[config.mk]
export PLATFORM = sky130hd
export DESIGN_NAME = isqrt_seq
export DESIGN_NICKNAME = d
export VERILOG_FILES = /design/src/rtl/isqrt_seq_pkg.sv /design/src/rtl/isqrt_step.sv /design/src/rtl/isqrt_seq.sv
export SDC_FILE = /design/constraint.sdc
export NUM_CORES = 1
export LEC_CHECK = 0
export CAP_MARGIN = 30
export CORE_MARGIN = 1
export CORE_UTILIZATION = 50
export CTS_BUF_LIST = sky130_fd_sc_hd__clkbuf_4 sky130_fd_sc_hd__clkbuf_8
export CTS_CLUSTER_SIZE = 25
export DETAILED_ROUTE_END_ITERATION = 12
export MAX_ROUTING_LAYER = met4
export PLACE_DENSITY = 0.8
export SETUP_SLACK_MARGIN = 0.05
export SYNTH_ARGS = -nofsm -noshare
export SYNTH_HDL_FRONTEND = slang
export SYNTH_SLANG_ARGS = --single-unit
[constraint.sdc]
create_clock -name clk -period 3.6 [get_ports clk]
set_input_delay 0.72 -clock clk [delete_from_list [all_inputs] [get_ports clk]]
set_output_delay 0.72 -clock clk [all_outputs]
set_load 0.005 [all_outputs]
[src/rtl/isqrt_seq_pkg.sv]
// Shared constants for the sequential integer square root: FSM encoding,
// default operand width and the derived root width.
package isqrt_seq_pkg;

    localparam int DEF_WIDTH = 6;
    localparam int ROOT_W    = DEF_WIDTH / 2;

    localparam logic [1:0] ST_IDLE = 2'd0;
    localparam logic [1:0] ST_CALC = 2'd1;
    localparam logic [1:0] ST_DONE = 2'd2;

    // Iteration counter width; at least one bit so N=1 still elaborates.
    function automatic int cnt_w(input int n);
        return (n > 1) ? $clog2(n) : 1;
    endfunction

endpackage

[src/rtl/isqrt_step.sv]
// One restoring square-root iteration, purely combinational.
// Brings in one operand bit pair and produces one more root bit.
module isqrt_step #(
    parameter int N = 3
) (
    input  logic [N+2:0] i_r,
    input  logic [N-1:0] i_q,
    input  logic [1:0]   i_pair,
    output logic [N+2:0] o_r,
    output logic [N-1:0] o_q
);

    logic [N+2:0] w_r_sh;
    logic [N+2:0] w_t;
    logic         w_ge;

    assign w_r_sh = (i_r << 2) | (N+3)'(i_pair);
    assign w_t    = {1'b0, i_q, 2'b01};
    assign w_ge   = (w_r_sh >= w_t);

    assign o_r = w_ge ? (w_r_sh - w_t) : w_r_sh;
    assign o_q = (i_q << 1) | N'(w_ge);

endmodule

[src/rtl/isqrt_seq.sv]
// Sequential floor(sqrt(in_num)) with remainder: N=WIDTH/2 cycles per root,
// in_ready only in IDLE, result held in DONE until out_ready.
module isqrt_seq
    import isqrt_seq_pkg::*;
#(
    parameter int WIDTH = DEF_WIDTH
) (
    input  logic               clk,
    input  logic               rst_n,
    input  logic               in_valid,
    output logic               in_ready,
    input  logic [WIDTH-1:0]   in_num,
    output logic               out_valid,
    input  logic               out_ready,
    output logic [WIDTH/2-1:0] root,
    output logic [WIDTH/2:0]   rem,
    output logic               exact
);

    localparam int N  = WIDTH / 2;
    localparam int CW = cnt_w(N);

    logic [1:0]       r_state;
    logic [1:0]       w_state_nxt;
    logic [WIDTH-1:0] r_num;
    logic [CW-1:0]    r_cnt;
    logic [N+2:0]     r_r;
    logic [N-1:0]     r_q;
    logic             r_exact;
    logic [N+2:0]     w_r_nxt;
    logic [N-1:0]     w_q_nxt;
    logic             w_accept;
    logic             w_last;

    assign w_accept = in_valid & in_ready;
    assign w_last   = (r_state == ST_CALC) && (r_cnt == '0);

    isqrt_step #(.N(N)) u_step (
        .i_r    (r_r),
        .i_q    (r_q),
        .i_pair (r_num[WIDTH-1 -: 2]),
        .o_r    (w_r_nxt),
        .o_q    (w_q_nxt)
    );

    always_ff @(posedge clk or negedge rst_n) begin
        if (!rst_n) begin
            r_state <= ST_IDLE;
        end else begin
            r_state <= w_state_nxt;
        end
    end

    always_comb begin
        w_state_nxt = r_state;
        case (r_state)
            ST_IDLE: if (w_accept)  w_state_nxt = ST_CALC;
            ST_CALC: if (w_last)    w_state_nxt = ST_DONE;
            ST_DONE: if (out_ready) w_state_nxt = ST_IDLE;
            default:                w_state_nxt = ST_IDLE;
        endcase
    end

    always_comb begin
        in_ready  = (r_state == ST_IDLE);
        out_valid = (r_state == ST_DONE);
    end

    // Operand is consumed MSB pair first by shifting it left each iteration.
    always_ff @(posedge clk or negedge rst_n) begin
        if (!rst_n) begin
            r_num   <= '0;
            r_cnt   <= '0;
            r_r     <= '0;
            r_q     <= '0;
            r_exact <= 1'b0;
        end else if (w_accept) begin
            r_num   <= in_num;
            r_cnt   <= CW'(N - 1);
            r_r     <= '0;
            r_q     <= '0;
            r_exact <= 1'b0;
        end else if (r_state == ST_CALC) begin
            r_num <= r_num << 2;
            r_r   <= w_r_nxt;
            r_q   <= w_q_nxt;
            if (r_cnt == '0) begin
                r_exact <= (w_r_nxt == '0);
            end else begin
                r_cnt <= r_cnt - 1'b1;
            end
        end
    end

    assign root  = r_q;
    assign rem   = r_r[N:0];
    assign exact = r_exact;

endmodule

# Word level (Yosys, flattened, before mapping)
# Cells that the tools add are included.
[word_totals] register_bits=18 out_inout_bits=10 word_cells=44 input_bits=10
[op_classes] eq_ne=6 order_cmp=1 reduce_logical=9 bitwise_logic=3 n_addsub=2 muxes=17
[op_table] cell="$mux 6" count=3
[op_table] cell="$mux 2" count=6
[op_table] cell="$mux 4" count=2
[op_table] cell="$ge 6x5->1" count=1
[op_table] cell="$logic_not 6->1" count=1
[op_table] cell="$mux 3" count=2
[op_table] cell="$or 6x2->6" count=1
[op_table] cell="$pmux 2 s3" count=1
[op_table] cell="$sub 6x5->6" count=1
[op_table] cell="$logic_not 2->1" count=2
[op_table] cell="$ne 2x1->1 const B" count=2
[op_table] cell="$ne 2x2->1 const B" count=2
[op_table] cell="$reduce_and 2->1" count=2
[op_table] cell="$reduce_bool 2->1" count=2
[op_table] cell="$mux 1" count=3
[op_table] cell="$or 3x1->3" count=1
[op_table] cell="$reduce_and 3->1" count=1
[op_table] cell="$eq 2x1->1 const B" count=1
[op_table] cell="$eq 2x2->1 const B" count=1
[op_table] cell="$sub 2x1->2 const B" count=1
[op_table] cell="$and 1x1->1" count=1
[op_table] cell="$logic_and 1x1->1" count=1

# Longest topological paths before layout
# Gate-level depths: netlist of run 1.
[logic_depth] word_depth=7 ltp_mapped=7 ltp_nobuf=7

# By module
# Synthesis of run 1 repeated with hierarchy kept, for this count alone.
[unflattened] hier_cells=124 hier_area_um2=1224.9
[modules_own_cells] mod="isqrt_seq" seq_area_each_um2=500.5 area_per_inst_um2=930.9 n_inst=1 cells_per_inst=83
[modules_own_cells] mod="isqrt_step" seq_area_each_um2=0.0 area_per_inst_um2=294.0 n_inst=1 cells_per_inst=41

# Worst setup path after synthesis of run 1
# Ideal clock, no wire load.
[synth_timing] kind="flip-flop to flip-flop" startpoint="reg r_q[1], in the netlist root[1]" endpoint="reg r_r[2]" t_required_ns=3.479 n_path_buf=0 period_less_slack_ns=1.849 path_stages_with_launch=8 arrival_ns=1.728 setup_time_ns=0.121 path_slack_ns=1.751 path_cell_list="dfrtp_1 inv_1 ha_1 o21a_2 nor3_4 a21oi_4 mux2_4 a22o_1"
[synth_via] elab_chain_len=4
[synth_lines] element="start, declared" line="isqrt_seq.sv:28" source="logic [N-1:0] r_q;"
[synth_lines] element="start signal, assigned" line="isqrt_seq.sv:86" source="r_q <= w_q_nxt;"
[synth_lines] element="$ge 6x5->1" line="isqrt_step.sv:19" source="assign w_ge = (w_r_sh >= w_t);"
[synth_lines] element="$mux 6" line="isqrt_step.sv:21" source="assign o_r = w_ge ? (w_r_sh - w_t) : w_r_sh;"
[synth_lines] element="$mux 4" line="isqrt_seq.sv:83" source="end else if (r_state == ST_CALC) begin"
[synth_lines] element="$mux 4" line="isqrt_seq.sv:77" source="end else if (w_accept) begin"
[synth_lines] element="end signal, assigned" line="isqrt_seq.sv:85" source="r_r <= w_r_nxt;"
[synth_lines] element="end, declared" line="isqrt_seq.sv:27" source="logic [N+2:0] r_r;"
# Every way passes these cells. The select of a mux whose other input is x is not followed.
# A chain may end at the register's enable or synchronous reset.

# Final worst setup path of run 1
[layout_timing] startpoint="reg r_state[0]" endpoint="out in_ready"
[layout_via] elab_chain_len=1
[layout_lines] element="start, declared" line="isqrt_seq.sv:23" source="logic [1:0] r_state;"
[layout_lines] element="start signal, assigned" line="isqrt_seq.sv:50" source="r_state <= w_state_nxt;"
[layout_lines] element="$logic_not 2->1" line="isqrt_seq.sv:65" source="in_ready = (r_state == ST_IDLE);"
[layout_lines] element="end, declared" line="isqrt_seq.sv:11" source="output logic in_ready,"
# Every way passes these cells.

==> key figures, run 1 <==
Worst setup path
  – Critical path data required time: between 2 and 3 ns
  – Critical path peak fanout: 13
  – WS Path Type: register to output pin
  – CP max stage cell: clkdlybuf4s50_1
  – Max incr delay on CP: roughly 0.54 ns
  – Crit. End Element: output pin
  – CP arrival: roughly 1.6 ns
  – Crit path launch type: register
  – Cells along the critical path: nor2_1 -> clkdlybuf4s50_1

Hold path
  – Hold Path Class: register to register

Layout
  – Ant diodes: 0
  – Fin nets: roughly 140
  – Most common cell after layout, fill and taps aside: clkdlybuf4s50_1
  – Fin util: roughly two thirds
  – Fin cells: about 150
  – Layout cells sized above 1: between 10% and 20%
  – Most frequent cells in the layout: 19 x clkdlybuf4s50_1, 18 x dfrtp_1, 9 x inv_1, 9 x a22o_1, 7 x o21ai_0
  – Area Overhead vs Synth: 22.5%

Routing
  – DRC: 0
  – DR iter-0 viols: 25
  – DRT Pass-1 Iters: 4
  – Final antenna-violating net count: 0
  – DR vias/cell: between 5 and 6
  – Via Count: 860
  – Routed wire length: around 2.2 mm
  – Avg WL per Cell: ~14 microns

CTS
  – Hold buffer count at cts: 0
  – Clk buf depth: 2
  – PostCTS Resize Cnt: 0
  – H-tree Lvls: 1
  – Postcts setup bufs: 0
  – CTS tree: built
  – Clock-pin slew on the worst setup and hold paths: around 0.11 ns
  – Worst-Skew Late Latency: ~0.3 ns
  – CTS sink cnt: 18
  – TritonCTS Buffers: 3
  – Root buffer cell: clkbuf_4

Floorplan
  – Row count: 16
  – Initial core utilization: 54.6%
  – Die area: 2380 sq um
  – Die width: slightly below 50 microns
  – Top Ports: 20
  – Core Area: between 2000 and 2500 sq um
  – Die height: 48.8 microns

STA
  – PnR worst setup slack: approximately 1.3 ns
  – WHS: approximately 0.51 ns
  – Final setup viols: 0
  – Max-slew violations: 0
  – Worst Skew: around 0.009 ns
  – Rel. slew slack: between 40% and 50%
  – Slew at the pin with the worst max-slew slack: between 0.8 and 0.9 ns
  – RSZ-0062 raised after global routing: no
  – Final Cycle Share: 64.3%
  – Final Hold Viols: 0
  – Max Fclk: 432 MHz
  – Tmin final: 2.32 ns
  – Setup_tns: 0 ns

Synth
  – Synth Cell Area: around 1100 sq um
  – FF+latch count, synth: 18
  – Seq/Total Area, Yosys: between 40 and 50%
  – Synth Area per Inst: approximately 10 sq um
  – YS warnings: 0
  – Synth Net Count: around 120
  – Synth unique cells: 35
  – Synthesized instance count: between 100 and 150

Power
  – Clock power share: ~8.6%
  – Power share of the sequential group: between 20% and 30%
  – Logic gate share of total power: 65.0%
  – Sw power: slightly above 0.6 mW
  – Internal Power: 0.868 mW
  – Sw Ratio: about 41%
  – Peak VDD IR: about 0.69 mV
  – Pwr dens: between 1000 and 1500 nW/um^2
  – Leak pwr: 0.590 nW

Run status
  – Status: finished, final reports clean

GRT
  – GRT busiest layer: met2
  – Met2 usage: 36.3%
  – Initial antenna violation count: 0
  – Grt ovf: 0
  – Global routing usage on met1: about a quarter
  – Largest net degree at the start of global routing: 19
  – Total GRT Usage: between 20% and 30%
  – First-pass GRT wire length: 3.73 mm
  – Number of global-route vias before repair: roughly 860
  – Met3 Use GR: 4.72%

Place
  – Pre-CTS setup slack: between 1 and 1.5 ns
  – Port Buffers: 19
  – Post-Place Cells: ~150
  – GP Congestion: 0.846
  – Final HPWL DP: 1.60 mm

Flow run
  – Max-cap violations: 0
==> routing by layer <==
metal	part of all wire, %	wire length (microns)	up-vias
met3	4.4	97	2
met1	45	993	412
met4	0.64	14	0
met2	49	1080	24
li1	-	-	422
met5	0	0	-
==> final timing paths <==
kind,start,endpoint,slack (ns),cells past startpoint
setup / recovery,r_state[0],in_ready,1.28,2
hold / removal,r_num[0],r_num[0],0.51,1
setup reg to reg,root[1],r_r[2],1.62,7
hold reg to reg,r_num[0],r_num[0],0.51,1
max in group asynchronous,rst_n,r_num[0],2.21,1
min in group asynchronous,rst_n,r_cnt[1],0.87,1
==> logic make-up after synthesis <==
family,count (synthesis),share of synthesized area [%]
XOR/XNOR,6,4.81
multiplexers,4,4.69
flip-flops,18,41.2
AO/OA/AOI/OAI,35,24.5
adder cells (fa/ha/maj),6,6.86
AND/OR/NAND/NOR,23,12.9
buffers and inverters,14,5.03
==> area by class of cell <==
cell class / instances / area (sq um)
inverters: 9 / 33.8
clock buffers: 4 / 36.3
flip-flops and latches: 18 / 450
fillers: 173 / 662
multi-input cells: 74 / 588
well taps: 27 / 33.8
repair buffers: 20 / 198
==> Yosys cell counts <==
| library cell | count | area (sq um) |
|---|---|---|
| buf_2 | 2 | 10.0 |
| mux2_4 | 2 | 30.0 |
| a32o_1 | 2 | 20.0 |
| buf_1 | 1 | 3.75 |
| nand4_1 | 1 | 6.26 |
| o21ai_1 | 1 | 5.00 |
| ha_1 | 6 | 75.1 |
| mux2_2 | 1 | 11.3 |
| inv_1 | 9 | 33.8 |
| o21a_2 | 1 | 8.76 |
| nor2b_1 | 3 | 18.8 |
| nand3_1 | 1 | 5.00 |
| nor4_1 | 2 | 12.5 |
| a22o_1 | 9 | 78.8 |
| clkbuf_1 | 2 | 7.51 |
| and3_1 | 1 | 6.26 |
| nor3_1 | 1 | 5.00 |
| o21a_1 | 1 | 7.51 |
| nor3_4 | 1 | 16.3 |
| mux2i_1 | 1 | 10.0 |
| xnor2_1 | 6 | 52.6 |
| a21oi_4 | 1 | 16.3 |
| or3_1 | 1 | 6.26 |
| nand2b_1 | 1 | 6.26 |
| nor4_4 | 1 | 21.3 |
| o22ai_2 | 1 | 12.5 |
| a22oi_1 | 5 | 37.5 |
| a21oi_1 | 4 | 20.0 |
| dfrtp_1 | 18 | 450 |
| o22a_1 | 1 | 8.76 |
| o21ai_0 | 7 | 35.0 |
| nand2_1 | 4 | 15.0 |
| nor2_1 | 6 | 22.5 |
| o21bai_1 | 1 | 7.51 |
| a22o_2 | 1 | 10.0 |
==> sequential cells by signal, summed over array words and instances (netlist names) <==
name	count
exact	1
r_cnt	2
r_num	6
r_r	4
r_state	2
root	3
==> per-stage QoR <==
| step | instance area [sq um] | power, mW |
|---|---|---|
| 2_1_floorplan | 1090 | 1.13 |
| 3_3_place_gp | 1300 | 1.33 |
| 3_5_place_dp | 1300 | 1.36 |
| 4_1_cts | 1340 | 1.49 |
| 5_1_grt | 1340 | 1.60 |
| 6_report | 1340 | 1.48 |
==> critical path: cells and delay by family, from the launching register on <==
kind | cells | cell delay [ns]
simple gates | 1 | 0.23
flops | 1 | 0.53
buf+inv | 1 | 0.54
==> power groups by stage <==
stage	Clock, mW	Combinational (mW)	Sequential, mW
4_1_cts	0.130	0.970	0.391
3_3_place_gp	0	0.938	0.388
6_report	0.128	0.963	0.390
2_1_floorplan	0	0.770	0.355
3_5_place_dp	0	0.962	0.393
5_1_grt	0.138	1.06	0.403
(Power assumes the default switching activity.)
==> inputs of run 2 (changes only) <==
==> constraint.sdc (replaced) <==
create_clock -name clk -period 2.2 [get_ports clk]
set_input_delay 0.44 -clock clk [delete_from_list [all_inputs] [get_ports clk]]
set_output_delay 0.44 -clock clk [all_outputs]
set_load 0.005 [all_outputs]
==> key figures, run 2 (same netlist as run 1, synthesis figures left out) <==
GRT
  – Number of global-route vias before repair: 866 (was 863)
  – Initial antenna violation count: 0 (unchanged)
  – Largest net degree at the start of global routing: 19 (unchanged)
  – Grt ovf: 0 (unchanged)
  – Total GRT Usage: 21.3% (was 21.1%)
  – First-pass GRT wire length: 3.78 mm (was 3.73 mm)

STA
  – WHS: 0.476 ns (was 0.507 ns)
  – Slew at the pin with the worst max-slew slack: 0.374 ns (was 0.816 ns)
  – Max Fclk: roughly 500 MHz
  – Worst Skew: 0.00106 ns (was 0.00901 ns)
  – Final setup viols: 0 (unchanged)
  – Tmin final: between 2 and 2.5 ns
  – Final Hold Viols: 0 (unchanged)
  – Max-slew violations: 0 (unchanged)
  – Setup_tns: 0 ns (unchanged)
  – Rel. slew slack: 75.1% (was 45.5%)
  – Final Cycle Share: approximately nine tenths
  – RSZ-0062 raised after global routing: no (unchanged)

CTS
  – TritonCTS Buffers: 3 (unchanged)
  – CTS tree: built (unchanged)
  – Hold buffer count at cts: 0 (unchanged)
  – H-tree Lvls: 1 (unchanged)
  – Postcts setup bufs: 0 (unchanged)
  – Root buffer cell: clkbuf_4 (unchanged)
  – CTS sink cnt: 18 (unchanged)
  – Worst-Skew Late Latency: 0.28 ns (was 0.30 ns)
  – Clock-pin slew on the worst setup and hold paths: 0.09 ns (was 0.11 ns)
  – PostCTS Resize Cnt: 0 (unchanged)
  – Clk buf depth: 2 (unchanged)

Flow run
  – Max-cap violations: 0 (unchanged)

Power
  – Peak VDD IR: 0.813 mV (was 0.685 mV)
  – Tot Pwr: 2.41 mW (was 1.48 mW)
  – Leak pwr: 0.598 nW (was 0.590 nW)
  – Pwr dens: 1790 nW/um^2 (was 1100 nW/um^2)

Place
  – Port Buffers: 19 (unchanged)
  – GP Congestion: 0.861 (was 0.846)
  – Final HPWL DP: 1.61 mm (was 1.60 mm)

Hold path
  – Hold Path Class: primary input to asynchronous set/reset pin (was register to register)

Floorplan
  – Core Area: 2000 sq um (unchanged)
  – Die area: 2380 sq um (unchanged)
  – Top Ports: 20 (unchanged)
  – Initial core utilization: 54.6% (unchanged)
  – Die width: 48.8 microns (unchanged)
  – Die height: 48.8 microns (unchanged)
  – Row count: 16 (unchanged)

Worst setup path
  – RR Endpoint: r_r[3] (was r_r[2])
  – CP arrival: 2.19 ns (was 1.60 ns)
  – Crit path launch type: register (unchanged)
  – Critical path data required time: 2.38 ns (was 2.88 ns)
  – WS Path Type: register to register (was register to output pin)
  – R2R setup slack: 0.19 ns (was 1.62 ns)
  – Critical path peak fanout: 8 (was 13)
  – Worst setup path start: root[1] (was r_state[0])
  – Crit. End Element: register (was output pin)
  – Setup crit end: r_r[3] (was in_ready)
  – RR Startpoint: root[1] (unchanged)
  – FF-to-FF path depth: 7 (unchanged)

Routing
  – DRC: 0 (unchanged)
  – DR iter-0 viols: 14 (was 25)
  – Avg WL per Cell: 13.5 microns (was 14.4 microns)
  – DRT Pass-1 Iters: 4 (unchanged)
  – Via Count: 873 (was 860)
  – DR vias/cell: 5.67 (was 5.66)
  – Final antenna-violating net count: 0 (unchanged)
  – Routed wire length: 2.09 mm (was 2.18 mm)

Layout
  – Layout cells sized above 1: 12.6% (was 11.2%)
  – Max FFs per register: 6 (unchanged)
  – Fin nets: 145 (was 142)
  – Reg with most FFs: r_num (unchanged)
  – Area Overhead vs Synth: 23.3% (was 22.5%)
  – FILL cells: 176 (was 173)
  – Most common cell after layout, fill and taps aside: clkdlybuf4s50_1 (unchanged)
  – Ant diodes: 0 (unchanged)
  – Most frequent cells in the layout: 19 x clkdlybuf4s50_1, 18 x dfrtp_1, 9 x inv_1, 9 x a22o_1, 7 x o21ai_0 (unchanged)

Run status
  – Status: finished, final reports clean (unchanged)
-- run 2: worst min-delay path by stage --
stage / start / end / slack, ns / cells past startpoint
4_1_cts: rst_n / r_num[1] / 0.48 / 2
2_1_floorplan: rst_n / exact / 0.14 / 0
6_report: rst_n / r_cnt[1] / 0.48 / 2
3_5_place_dp: r_num[2] / r_num[2] / 0.48 / 2
5_1_grt: rst_n / r_cnt[1] / 0.49 / 2
3_3_place_gp: r_num[2] / r_num[2] / 0.47 / 2
-- run 2: cell type report --
type / instances / area (sq um) / area share, %
timing repair buffer: 23 / 220 / 16.3
tap: 27 / 33.8 / 2.50
multi-input combinational: 74 / 588 / 43.6
clock buffer: 3 / 22.5 / 1.67
sequential: 18 / 450 / 33.4
inverter: 9 / 33.8 / 2.50
-- run 2: metal layers --
layer  up-vias  GRT usage, %  routed length, microns  share of wire, %
met5         -             -                       0                 0
met4         0          5.88                      25               1.2
met3         4          5.97                      84               4.0
met2        21          33.6                     966                46
met1       418          26.9                    1010                48
li1        430             -                       -                 -
-- run 2: through the flow --
step | area [sq um] | setup slack (ns) | cells | utilization, %
finish | 1350 | 0.186 | 154 | 67.4
detailed placement | 1330 | 0.229 | 151 | 66.3
CTS | 1350 | 0.200 | 154 | 67.4
floorplan | 1090 | 0.351 | 106 | -
global placement | 1330 | 0.267 | 151 | 66.3
global route | 1350 | 0.0891 | 154 | 67.4
-- run 2: worst max-delay path, cell delays in order, from the launching register on --
cell and delay (ns):
dfrtp_1 0.40, inv_1 0.07, ha_1 0.36, o21a_2 0.25, nor3_4 0.20, a21oi_4 0.10, mux2_4 0.32, a22o_1 0.19
-- run 2: power by group --
group,switching [mW],internal (mW),leakage (nW)
Sequential,0.165,0.472,0.229
Clock,0.0908,0.0636,0.0138
Combinational,0.746,0.870,0.355
==> inputs of run 3 (changes only) <==
--- a/config.mk
+++ b/config.mk
@@ -8,12 +8,13 @@
 export CAP_MARGIN = 30
 export CORE_MARGIN = 1
 export CORE_UTILIZATION = 50
-export CTS_BUF_LIST = sky130_fd_sc_hd__clkbuf_4 sky130_fd_sc_hd__clkbuf_8
+export CTS_BUF_LIST = sky130_fd_sc_hd__clkbuf_2 sky130_fd_sc_hd__clkbuf_4 sky130_fd_sc_hd__clkbuf_8
 export CTS_CLUSTER_SIZE = 25
 export DETAILED_ROUTE_END_ITERATION = 12
 export MAX_ROUTING_LAYER = met4
 export PLACE_DENSITY = 0.8
 export SETUP_SLACK_MARGIN = 0.05
+export SLEW_MARGIN = 20
 export SYNTH_ARGS = -nofsm -noshare
 export SYNTH_HDL_FRONTEND = slang
 export SYNTH_SLANG_ARGS = --single-unit
==> results of run 3 <==
Final layout, timing and power as in run 2 (identical DEF).
